`config.mk`:
```
export PLATFORM = sky130hd
export DESIGN_NAME = demux1x8_tdm_flat
export DESIGN_NICKNAME = d
export VERILOG_FILES = /design/src/rtl/demux1x8_tdm_if.sv /design/src/rtl/demux1x8_tdm.sv /design/src/flat_wrapper.sv
export SDC_FILE = /design/constraint.sdc
export NUM_CORES = 1
export LEC_CHECK = 0
export ABC_CLOCK_PERIOD_IN_PS = 1900
export BUFFER_PORTS_ARGS = -buffer_cell sky130_fd_sc_hd__buf_2
export CAP_MARGIN = 25
export CORE_AREA = 3 3 96 98
export DETAILED_ROUTE_END_ITERATION = 6
export DIE_AREA = 0 0 99 101
export PLACE_DENSITY = 0.81
export RECOVER_POWER = 100
export SLEW_MARGIN = 40
export SYNTH_ARGS = -nofsm -noshare
export SYNTH_HDL_FRONTEND = slang
export SYNTH_SLANG_ARGS = --single-unit
export TNS_END_PERCENT = 20
```
`constraint.sdc`:
```
create_clock -name clk -period 1.9 [get_ports clk]
set_input_delay 0.38 -clock clk [delete_from_list [all_inputs] [get_ports clk]]
set_output_delay 0.38 -clock clk [all_outputs]
set_load 0.01 [all_outputs]
```
`src/rtl/demux1x8_tdm_if.sv`:
```
// Bus bundle for the 1:8 TDM demultiplexer: serial slot input plus eight published lanes.
// Optional frame parity lane appears only when DEMUX_FRAME_PARITY_EN is defined.
interface demux1x8_tdm_if #(
   parameter int WIDTH = 8
);
   // din_valid has no ready: every word presented with din_valid=1 is consumed at that clk edge.
   logic [WIDTH-1:0] din;
   logic             din_valid;
   logic             sync;
   logic [WIDTH-1:0] o0;
   logic [WIDTH-1:0] o1;
   logic [WIDTH-1:0] o2;
   logic [WIDTH-1:0] o3;
   logic [WIDTH-1:0] o4;
   logic [WIDTH-1:0] o5;
   logic [WIDTH-1:0] o6;
   logic [WIDTH-1:0] o7;
   logic [2:0]       slot;
   logic             frame_valid;
   logic             sync_err;
`ifdef DEMUX_FRAME_PARITY_EN
   logic             frame_par;
`endif

   modport master (
`ifdef DEMUX_FRAME_PARITY_EN
      input  frame_par,
`endif
      output din, din_valid, sync,
      input  o0, o1, o2, o3, o4, o5, o6, o7,
      input  slot, frame_valid, sync_err
   );

   modport slave (
`ifdef DEMUX_FRAME_PARITY_EN
      output frame_par,
`endif
      input  din, din_valid, sync,
      output o0, o1, o2, o3, o4, o5, o6, o7,
      output slot, frame_valid, sync_err
   );
endinterface

```
`src/rtl/demux1x8_tdm.sv`:
```
// Time-division 1:8 demultiplexer: collects slots 0..7 into shadows and publishes all lanes at once.
// Optional DEMUX_FRAME_PARITY_EN adds frame_par, the XOR of every published bit.
module demux1x8_tdm #(
   parameter int WIDTH = 8
) (
   input logic            clk,
   input logic            rst,
   demux1x8_tdm_if.slave  bus
);
   localparam int LANES = 8;

   logic [WIDTH-1:0] sh_q [LANES];
   logic [WIDTH-1:0] sh_d [LANES];
   logic [WIDTH-1:0] o_q  [LANES];
   logic [WIDTH-1:0] o_d  [LANES];
   logic [2:0]       slot_q;
   logic [2:0]       slot_d;
   logic             frame_valid_q;
   logic             frame_valid_d;
   logic             sync_err_q;
   logic             sync_err_d;
   logic [2:0]       eff_slot;
   logic             frame_done;
`ifdef DEMUX_FRAME_PARITY_EN
   logic             frame_par_q;
   logic             frame_par_d;
   logic [WIDTH-1:0] par_fold;
`endif

   // sync forces slot 0, so a sync word can never complete a frame.
   always_comb begin
      eff_slot      = bus.sync ? 3'd0 : slot_q;
      frame_done    = bus.din_valid && (eff_slot == 3'd7);
      sh_d          = sh_q;
      o_d           = o_q;
      slot_d        = slot_q;
      frame_valid_d = 1'b0;
      sync_err_d    = 1'b0;

      if (bus.din_valid) begin
         sh_d[eff_slot] = bus.din;
         slot_d         = eff_slot + 3'd1;
         sync_err_d     = bus.sync && (slot_q != 3'd0);
      end

      // Lane 7 takes din directly so the frame is visible one cycle after the slot-7 word.
      if (frame_done) begin
         o_d[0]        = sh_q[0];
         o_d[1]        = sh_q[1];
         o_d[2]        = sh_q[2];
         o_d[3]        = sh_q[3];
         o_d[4]        = sh_q[4];
         o_d[5]        = sh_q[5];
         o_d[6]        = sh_q[6];
         o_d[7]        = bus.din;
         frame_valid_d = 1'b1;
      end
   end

`ifdef DEMUX_FRAME_PARITY_EN
   always_comb begin
      par_fold    = bus.din ^ sh_q[0] ^ sh_q[1] ^ sh_q[2] ^ sh_q[3]
                  ^ sh_q[4] ^ sh_q[5] ^ sh_q[6];
      frame_par_d = frame_done ? (^par_fold) : frame_par_q;
   end
`endif

   always_ff @(posedge clk) begin
      if (rst) begin
         sh_q          <= '{default: '0};
         o_q           <= '{default: '0};
         slot_q        <= 3'd0;
         frame_valid_q <= 1'b0;
         sync_err_q    <= 1'b0;
      end else begin
         sh_q          <= sh_d;
         o_q           <= o_d;
         slot_q        <= slot_d;
         frame_valid_q <= frame_valid_d;
         sync_err_q    <= sync_err_d;
      end
   end

`ifdef DEMUX_FRAME_PARITY_EN
   always_ff @(posedge clk) begin
      if (rst) begin
         frame_par_q <= 1'b0;
      end else begin
         frame_par_q <= frame_par_d;
      end
   end

   assign bus.frame_par = frame_par_q;
`endif

   assign bus.o0          = o_q[0];
   assign bus.o1          = o_q[1];
   assign bus.o2          = o_q[2];
   assign bus.o3          = o_q[3];
   assign bus.o4          = o_q[4];
   assign bus.o5          = o_q[5];
   assign bus.o6          = o_q[6];
   assign bus.o7          = o_q[7];
   assign bus.slot        = slot_q;
   assign bus.frame_valid = frame_valid_q;
   assign bus.sync_err    = sync_err_q;
endmodule

```
`src/flat_wrapper.sv`:
```
// flat-port wrapper written by rule: the top's interface ports become plain ports
module demux1x8_tdm_flat 
#(
   parameter int WIDTH = 8
)
  (clk, rst, bus_din, bus_din_valid, bus_sync, bus_o0, bus_o1, bus_o2, bus_o3, bus_o4, bus_o5, bus_o6, bus_o7, bus_slot, bus_frame_valid, bus_sync_err);
  demux1x8_tdm_if #(.WIDTH(WIDTH)) bus_i ();
  input logic clk;
  input logic rst;
  input wire logic [$bits(bus_i.din)-1:0] bus_din;
  input wire logic [$bits(bus_i.din_valid)-1:0] bus_din_valid;
  input wire logic [$bits(bus_i.sync)-1:0] bus_sync;
  output wire logic [$bits(bus_i.o0)-1:0] bus_o0;
  output wire logic [$bits(bus_i.o1)-1:0] bus_o1;
  output wire logic [$bits(bus_i.o2)-1:0] bus_o2;
  output wire logic [$bits(bus_i.o3)-1:0] bus_o3;
  output wire logic [$bits(bus_i.o4)-1:0] bus_o4;
  output wire logic [$bits(bus_i.o5)-1:0] bus_o5;
  output wire logic [$bits(bus_i.o6)-1:0] bus_o6;
  output wire logic [$bits(bus_i.o7)-1:0] bus_o7;
  output wire logic [$bits(bus_i.slot)-1:0] bus_slot;
  output wire logic [$bits(bus_i.frame_valid)-1:0] bus_frame_valid;
  output wire logic [$bits(bus_i.sync_err)-1:0] bus_sync_err;
  assign bus_i.din = bus_din;
  assign bus_i.din_valid = bus_din_valid;
  assign bus_i.sync = bus_sync;
  assign bus_o0 = bus_i.o0;
  assign bus_o1 = bus_i.o1;
  assign bus_o2 = bus_i.o2;
  assign bus_o3 = bus_i.o3;
  assign bus_o4 = bus_i.o4;
  assign bus_o5 = bus_i.o5;
  assign bus_o6 = bus_i.o6;
  assign bus_o7 = bus_i.o7;
  assign bus_slot = bus_i.slot;
  assign bus_frame_valid = bus_i.frame_valid;
  assign bus_sync_err = bus_i.sync_err;
  demux1x8_tdm #(.WIDTH(WIDTH)) u_core (.clk(clk), .rst(rst), .bus(bus_i));
endmodule
```
==> results of run 1 <==
==> through the flow <==
stage / hold WS [ns] / cells / instance area, um^2
after floorplan: 0.432 / 496 / 4610
after global placement: 0.437 / 661 / 5100
after detailed placement: 0.444 / 661 / 5100
after CTS: 0.104 / 693 / 5640
after global routing: 0.125 / 694 / 5540
final: 0.121 / 694 / 5540
==> area by class of cell <==
cell class,instances,area (um^2),area share
Sequential cell,125,2500,0.452
Multi-Input combinational cell,339,1930,0.349
Clock inverter,15,125,0.0226
Tap cell,108,135,0.0244
Clock buffer,17,414,0.0748
Timing Repair Buffer,90,427,0.0771
==> cells by family (layout without fill, tap and decap cells) <==
family	after synthesis	after routing	share of synthesized area
adder cells (fa/ha/maj)	1	1	0.00271
AND/OR/NAND/NOR	213	213	0.223
buffers and inverters	32	122	0.0318
flip-flops	125	125	0.543
multiplexers	57	57	0.124
AO/OA/AOI/OAI	68	68	0.0758
==> worst max-delay path, cell delays in order (launching register included) <==
cell	delay [ns]
dfxtp_1	0.36
and2b_2	0.23
and2_0	0.15
ha_1	0.20
and2_2	0.25
clkbuf_16	0.22
nand2_1	0.11
a21oi_1	0.06
==> worst paths after layout <==
kind / start / end / depth (start not counted)
setup / recovery: u_core.bus.slot[0] / u_core.bus.o1[2] / 7
hold reg to reg: u_core.bus.o3[6] / u_core.bus.o3[6] / 2
setup reg to reg: u_core.bus.slot[0] / u_core.bus.o1[2] / 7
hold / removal: bus_din[5] / u_core.bus.o7[5] / 3
==> flip-flops by register name (all words and copies together) (netlist names), 3 cells and up <==
name	cells
u_core.bus.o5	8
u_core.bus.o2	8
u_core.bus.o4	8
u_core.bus.o0	8
u_core.sh_q	56
u_core.bus.o7	8
u_core.bus.o6	8
u_core.bus.slot	3
u_core.bus.o3	8
u_core.bus.o1	8
==> Yosys cell counts (all sizes together) (2+ instances only) <==
library cell | count | share of area
nand2 | 131 | 0.11
dfxtp | 125 | 0.54
a21oi | 64 | 0.070
nand2b | 64 | 0.087
mux2i | 57 | 0.12
clkbuf | 17 | 0.014
buf | 15 | 0.018
nor2 | 5 | 0.0041
nand3 | 3 | 0.0065
and2 | 2 | 0.0027
and2b | 2 | 0.0038
nor3 | 2 | 0.0022
o21ai | 2 | 0.0030
==> routing by layer <==
metal  GRT usage  wire length [um]  up-vias
met3      0.0616               710        9
li1            -                 -     1778
met4      0.0840               123        0
met5           0                 0        -
met2       0.353              5130       89
met1       0.247              4380     1719
==> where the power goes <==
part	switching [W]	internal, W
clock	0.00116	0.00172
combinational	0.000103	0.0000639
sequential	0.0000146	0.00264
total	0.00128	0.00443
==> timing repair <==
| item | in CTS | in global routing |
|---|---|---|
| hold buffers | 0 | 0 |
| endpoints found under the setup margin | 0 | 3 |
| setup buffers | 0 | 0 |
==> results.txt, run 1 <==
Status: complete, no violations
Routability cong.: 0.731
Max_cap viols: 0
Leakage: 2.17 nW
# rows: 34
R2R Setup Slk: 0.20 ns
Sequential area share after synthesis: 0.543
Global route total overflow: 0
EDFF count, synth: 0
Initial Utilization: 0.539
Nets: 586
Syn nets: 509
Vias in the first global route: 3498
Final setup viols: 0
Clock Skews: 0.00962 ns
Worst Tran Pin Value: 0.640 ns
RSZ-0062 raised after global routing: no
Die area: 0.0100 mm^2
Hold/Removal Path Class: in2reg
Cells after synthesis: 496
Drt drc: 0
Initial DRC count: 190
Area Growth Syn to Fin: 20.1%
Commonest non-fill, non-tap cell in the layout: nand2_1
Synth Flop Type: dfxtp_1
Pre-CTS setup slack: 0.0900 ns
Drt first pass iters: 4
Initial antenna violation count: 0
CTS Sinks: 125
Synthesized area: 0.00461 mm^2
Pwr dens: 1030 mW/mm^2
PostCTS Resize Cnt: 0
Worst Path Arrival: 2.08 ns
TNS Setup: 0 ns
# diodes: 0
Worst setup EP type: register
Async SR Flop Fraction: 0
Slew headroom: 0.573
YS warnings: 0
Fin crit share: 0.895
Avg Cell Area, Syn: 9.29 um^2
Vias/cell: 5.18
CTS clk-pin slew, worst paths: 0.06 ns
Most frequent cells in the layout: 130 x nand2_1, 125 x dfxtp_1, 71 x clkbuf_1
I/O pin cnt: 81
Post-route antenna net violation count: 0
Power consumption: 0.00570 W
CTS Root Cell: clkbuf_8
Final slew viol count: 0
Die height: 101 um
GRT Overall Usage: 0.208
Clock buffer count from CTS: 17
Fillers: 727
Post-synthesis cell type count: 25
Proportion of layout cells with a drive suffix above 1: 0.0956
Crit start category: register
Post-DP HPWL: 6420 um
Core Box Area: 0.00855 mm^2
Final setup margin: 0.200 ns
Endpoints failing hold: 0
Wire per inst: 14.9 um
Via count: 3595
Number of synthesized register bits: 125
VDD IR max: 678 uV
Port bufs: 80
Crit path kind: reg2reg
Clock buffer depth: 2
Drt total wl: 10300 um
Worst skew pair latency: 0.51 ns
Pin count of the biggest net entering global routing: 65
CTS tree: yes
Crit path max fanout: 32
First-pass GRT wire length: 16500 um
Fin util: 0.647
H-tree Lvls: 4
Horiz. Die Dim: 99 um
Max Clk Rate: 588 MHz
Final min period: 1.70 ns
Crit path required time: 2.28 ns
(Power assumes the default switching activity.)
==> inputs of run 2 (changes only) <==
==> constraint.sdc (replaced) <==
create_clock -name clk -period 1.9 [get_ports clk]
set_input_delay 0.19 -clock clk [delete_from_list [all_inputs] [get_ports clk]]
set_output_delay 0.19 -clock clk [all_outputs]
set_load 0.01 [all_outputs]
==> run 2 against run 1 <==
Effect of this change:
- global-route usage is 1.7 points higher
- first-iteration DRC count is 0.53% lower
- critical path depth stayed put
- largest power group unchanged
- die area stayed put
- worst hold slack worse by 0.028 ns
- combinational power is 14% higher
- sequential cell count stayed put
- setup slack worse by 0.041 ns
- critical endpoint is now u_core.bus.o2[2]
- clock power is 28% higher
- clock-buffer cell count is 5 higher
==> results.txt, run 2 (synthesized netlist as in run 1, its figures left out) <==
Pwr dens: 1130 mW/mm^2
Final slew viol count: 0
CTS tree: yes
Worst path cell trace: and2b_2 -> and2_1 -> ha_1 -> and2_2 -> buf_12 -> nand2_1 -> a21oi_1
Post-DP HPWL: 6610 um
CTS clk-pin slew, worst paths: 0.06 ns
Setup crit start: u_core.bus.slot[0]
Nets: 595
Area Growth Syn to Fin: 26.2%
Clock power frac: 0.565
Global route total overflow: 0
Crit path kind: reg2reg
Port bufs: 80
Initial Utilization: 0.539
Drt first pass iters: 4
Initial DRC count: 189
Crit path required time: 2.34 ns
Status: complete, no violations
Core Box Area: 0.00855 mm^2
Max_cap viols: 0
R2R depth: 7
Largest Register: u_core.sh_q
Fillers: 679
Drt total wl: 11000 um
Worst setup EP type: register
Initial antenna violation count: 0
Vias/cell: 5.19
Hold/Removal Path Class: in2reg
WP buf/inv: 1
Crit-path max cell delay: 0.43 ns
Fin crit share: 0.917
Final setup viols: 0
Worst skew pair latency: 0.51 ns
Via count: 3649
Die area: 0.0100 mm^2
Post-route antenna net violation count: 0
GRT Overall Usage: 0.225
Switch Pwr: 0.00126 W
Commonest non-fill, non-tap cell in the layout: nand2_1
Drt drc: 0
Clock Skews: 0.00594 ns
Multi-input gate area: 0.00195 mm^2
Max Clk Rate: 574 MHz
Proportion of layout cells with a drive suffix above 1: 0.0958
Horiz. Die Dim: 99 um
Slew headroom: 0.574
TNS Setup: 0 ns
Die height: 101 um
VDD IR max: 767 uV
Worst Hold Launch: bus_din_valid
Reg2reg start: u_core.bus.slot[0]
Most frequent cells in the layout: 129 x nand2_1, 125 x dfxtp_1, 71 x clkbuf_1
Routability cong.: 0.778
CTS Sinks: 125
Hold slack: 0.0931 ns
Worst Tran Pin Value: 0.640 ns
Routing usage on met1: 0.260
First-pass GRT wire length: 17600 um
Cell family with most CP delay: simple AND/OR/NAND/NOR gates
Slowest cell on crit path: dfxtp_1
Clock buffer depth: 2
Reg area: 0.00250 mm^2
Post-DP Area: 0.00511 mm^2
H-tree Lvls: 4
# rows: 34
M3 GR Usage: 0.0609
Wire per inst: 15.7 um
Most Used Layer, Global Route: met2
Grt met2 use: 0.388
# diodes: 0
Flop pwr share: 0.406
Vias in the first global route: 3603
Cell depth of the worst setup path: 7
CTS Root Cell: clkbuf_8
Crit path max fanout: 32
Switch share: 0.192
Clock buffer count from CTS: 17
Hold depth: 2
RSZ-0062 raised after global routing: no
Internal: 0.00529 W
Crit start category: register
Final min period: 1.74 ns
Worst Path Arrival: 2.19 ns
I/O pin cnt: 81
Endpoints failing hold: 0
Max FFs per register: 56
Pin count of the biggest net entering global routing: 65
Finished Cell Area: 0.00581 mm^2
Leakage: 2.32 nW
Fin util: 0.680
Combinational Power Share: 0.029
[run 2: cell count changes in the layout (fill, tap and decap cells not counted), sizes merged]
cell / before / now
clkinv: 6 / 3
clkbuf: 89 / 94
bufinv: 1 / 6
dlygate4sd3: 0 / 10
clkinvlp: 7 / 1
inv: 1 / 0
buf: 18 / 17
[run 2: power by group through the flow]
stage / sequential [W] / clock, W / combinational (W)
2_1_floorplan: 0.00271 / 0 / 0.000116
3_5_place_dp: 0.00271 / 0 / 0.000177
4_1_cts: 0.00266 / 0.00374 / 0.000195
6_report: 0.00266 / 0.00370 / 0.000190
5_1_grt: 0.00266 / 0.00385 / 0.000204
3_3_place_gp: 0.00271 / 0 / 0.000170
[run 2: worst paths after layout]
check	endpoint	slack (ns)
worst max-delay path	u_core.bus.o2[2]	0.16
worst min-delay path	u_core.bus.slot[0]	0.09
worst max register to register	u_core.bus.o2[2]	0.16
worst min register to register	u_core.bus.o2[4]	0.45
[run 2: metrics by stage]
stage	worst slack (ns)	total power, W	instances
2_1_floorplan	0.208	0.00283	496
5_1_grt	0.0344	0.00671	703
3_3_place_gp	0.227	0.00288	660
6_report	0.158	0.00655	703
3_5_place_dp	0.173	0.00289	660
4_1_cts	0.133	0.00659	702
[run 2: metal layers]
| layer | wire length [um] | vias up | part of all wire |
|---|---|---|---|
| met1 | 4680 | 1739 | 0.42 |
| met3 | 614 | 19 | 0.056 |
| met4 | 187 | 0 | 0.017 |
| met2 | 5540 | 94 | 0.50 |
| li1 | - | 1797 | - |
| met5 | 0 | - | 0 |
[run 2: cell type report]
type | instances | area share
clock buffers | 22 | 0.0831
clock inverters | 10 | 0.0355
multi-input cells | 339 | 0.335
flip-flops and latches | 125 | 0.430
well taps | 108 | 0.0232
repair buffers | 99 | 0.0932
[run 2: timing repair]
| action | 4_1_cts | 5_1_grt |
|---|---|---|
| buffers inserted | 0 | 0 |
| hold buffers | 10 | 0 |
| gates resized for setup | 0 | 1 |
| hold endpoints to repair | 9 | 0 |
| setup endpoints to repair | 0 | 1 |
==> inputs of run 3 (changes only) <==
ABC_AREA = 1   (was default)
CORE_AREA = 3 3 82 115   (was 3 3 96 98)
DIE_AREA = 0 0 85 118   (was 0 0 99 101)
REMOVE_ABC_BUFFERS = 1   (was default)
==> run 3 against run 2 <==
Effect of this change:
- sequential power barely moved
- cell count is 15% higher
- global-route usage fell by 0.43 points
- combinational power grew 43%
- utilization down 3.4 points
- clock-buffer cell count up 2
- largest cell class unchanged
==> results.txt, run 3 <==
Pin count of the biggest net entering global routing: 70
Sequential area share after synthesis: 0.545
Post-CTS Hold Buffers: 1
PostCTS Resize Cnt: 0
Async SR Flop Fraction: 0
Final min period: 1.71 ns
Post-route antenna net violation count: 0
Worst setup EP type: register
Synth Flop Type: dfxtp_1
Leakage: 2.23 nW
VDD IR max: 732 uV
Post-DP HPWL: 7010 um
Largest cells by area after synthesis: dfxtp_1 55%, nor2_1 19%, o21ai_0 6.7%
TNS Setup: 0 ns
# diodes: 0
Max FFs per register: 56
Worst skew pair latency: 0.41 ns
Die height: 118 um
Crit path max fanout: 15
EDFF count, synth: 0
Max Clk Rate: 584 MHz
Status: complete, no violations
Post-synthesis cell type count: 20
Endpoints failing hold: 0
Clock buffer depth: 2
First-pass GRT wire length: 17800 um
H-tree Lvls: 4
Worst Path Arrival: 2.01 ns
CTS tree: yes
Placed cells: 780
Hold slack: 0.110 ns
Global route total overflow: 0
CTS Sinks: 125
Fin util: 0.646
Commonest non-fill, non-tap cell in the layout: nor2_1
Area Growth Syn to Fin: 20.5%
Clock Skews: 0.00814 ns
Number of synthesized register bits: 125
Post-DP Area: 0.00507 mm^2
Initial DRC count: 345
# rows: 40
Post-Layout Cell Count: 811
Crit start category: register
Vias/cell: 5.16
Drt total wl: 11000 um
Synthesized area: 0.00459 mm^2
Fin crit share: 0.902
Nets: 708
Post-CTS setup buffer count: 0
Initial Utilization: 0.536
Drt first pass iters: 7
Largest Register: u_core.sh_q
CTS Root Cell: clkbuf_16
CTS clk-pin slew, worst paths: 0.05 ns
Finished Cell Area: 0.00553 mm^2
Die area: 0.0100 mm^2
Commonest cells post-synth: 236 x nor2_1, 125 x dfxtp_1, 78 x nand2_1
Clock buffer count from CTS: 17
Most frequent cells in the layout: 236 x nor2_1, 125 x dfxtp_1, 78 x nand2_1
YS warnings: 0
Final setup viols: 0
Horiz. Die Dim: 85 um
Port bufs: 80
GRT Overall Usage: 0.221
Hold/Removal Path Class: in2reg
RSZ-0062 raised after global routing: no
Synth top area share: 0.545
Crit path required time: 2.20 ns
Slew headroom: 0.590
Cell taking the most area after synthesis: dfxtp_1
Via count: 4184
Proportion of layout cells with a drive suffix above 1: 0.0779
Routability cong.: 0.877
Cells after synthesis: 617
Vias in the first global route: 3791
Worst Tran Pin Value: 0.614 ns
Core Box Area: 0.00856 mm^2
Avg Cell Area, Syn: 7.44 um^2
Max_cap viols: 0
Initial antenna violation count: 0
I/O pin cnt: 81
Hold depth: 3
Wire per inst: 13.6 um
Drt drc: 0
Final slew viol count: 0
Count leader, synth: nor2_1
Crit path kind: reg2reg
Pwr dens: 1060 mW/mm^2
R2R depth: 7
## run 3: metal layers
layer	GRT usage	up-vias	share of wire
met5	0	-	0
met4	0.0921	0	0.027
met3	0.0609	30	0.068
met2	0.382	162	0.51
met1	0.252	1885	0.40
li1	-	2107	-
## run 3: report_power, final
group | switching [W] | leakage (nW) | internal (W)
combinational | 0.000189 | 0.948 | 0.0000833
sequential | 0.0000246 | 1.01 | 0.00266
clock | 0.00108 | 0.270 | 0.00185
## run 3: worst paths after layout
kind / to / startpoint / slack, ns
min: u_core.bus.sync_err / bus_sync / 0.11
max: u_core.bus.o5[3] / u_core.bus.slot[1] / 0.19
max reg2reg: u_core.bus.o5[3] / u_core.bus.slot[1] / 0.19
min reg2reg: u_core.sh_q[44] / u_core.sh_q[44] / 0.48
## run 3: kinds of logic (layout without fill, tap and decap cells)
kind of cell             Yosys count  count (layout)  share of synthesized area
AO/OA/AOI/OAI                     79              79                     0.0875
adder cells (fa/ha/maj)            1               1                    0.00273
flip-flops                       125             125                      0.545
AND/OR/NAND/NOR                  362             362                      0.315
buffers and inverters             50             139                     0.0496
## run 3: area by class of cell
type                    instances  area (um^2)
fillers                       767         3030
repair buffers                 91          433
inverters                      18         67.6
flip-flops and latches        125         2500
well taps                     105          131
clock inverters                 6         35.0
clock buffers                  24          512
multi-input cells             442         1850
## run 3: critical path, stage by stage, from the launching register on
cell      delay (ns)
dfxtp_1         0.45
inv_1           0.16
nor2_1          0.14
ha_1            0.15
nand2_1         0.11
clkbuf_2        0.25
o21ai_0         0.29
nor2_1          0.06
## run 3: stage by stage
stage / power, W / setup slack (ns)
after global routing: 0.00606 / 0.0987
after detailed placement: 0.00301 / 0.310
final: 0.00588 / 0.186
after CTS: 0.00592 / 0.268
after floorplan: 0.00292 / -0.710
after global placement: 0.00300 / 0.437
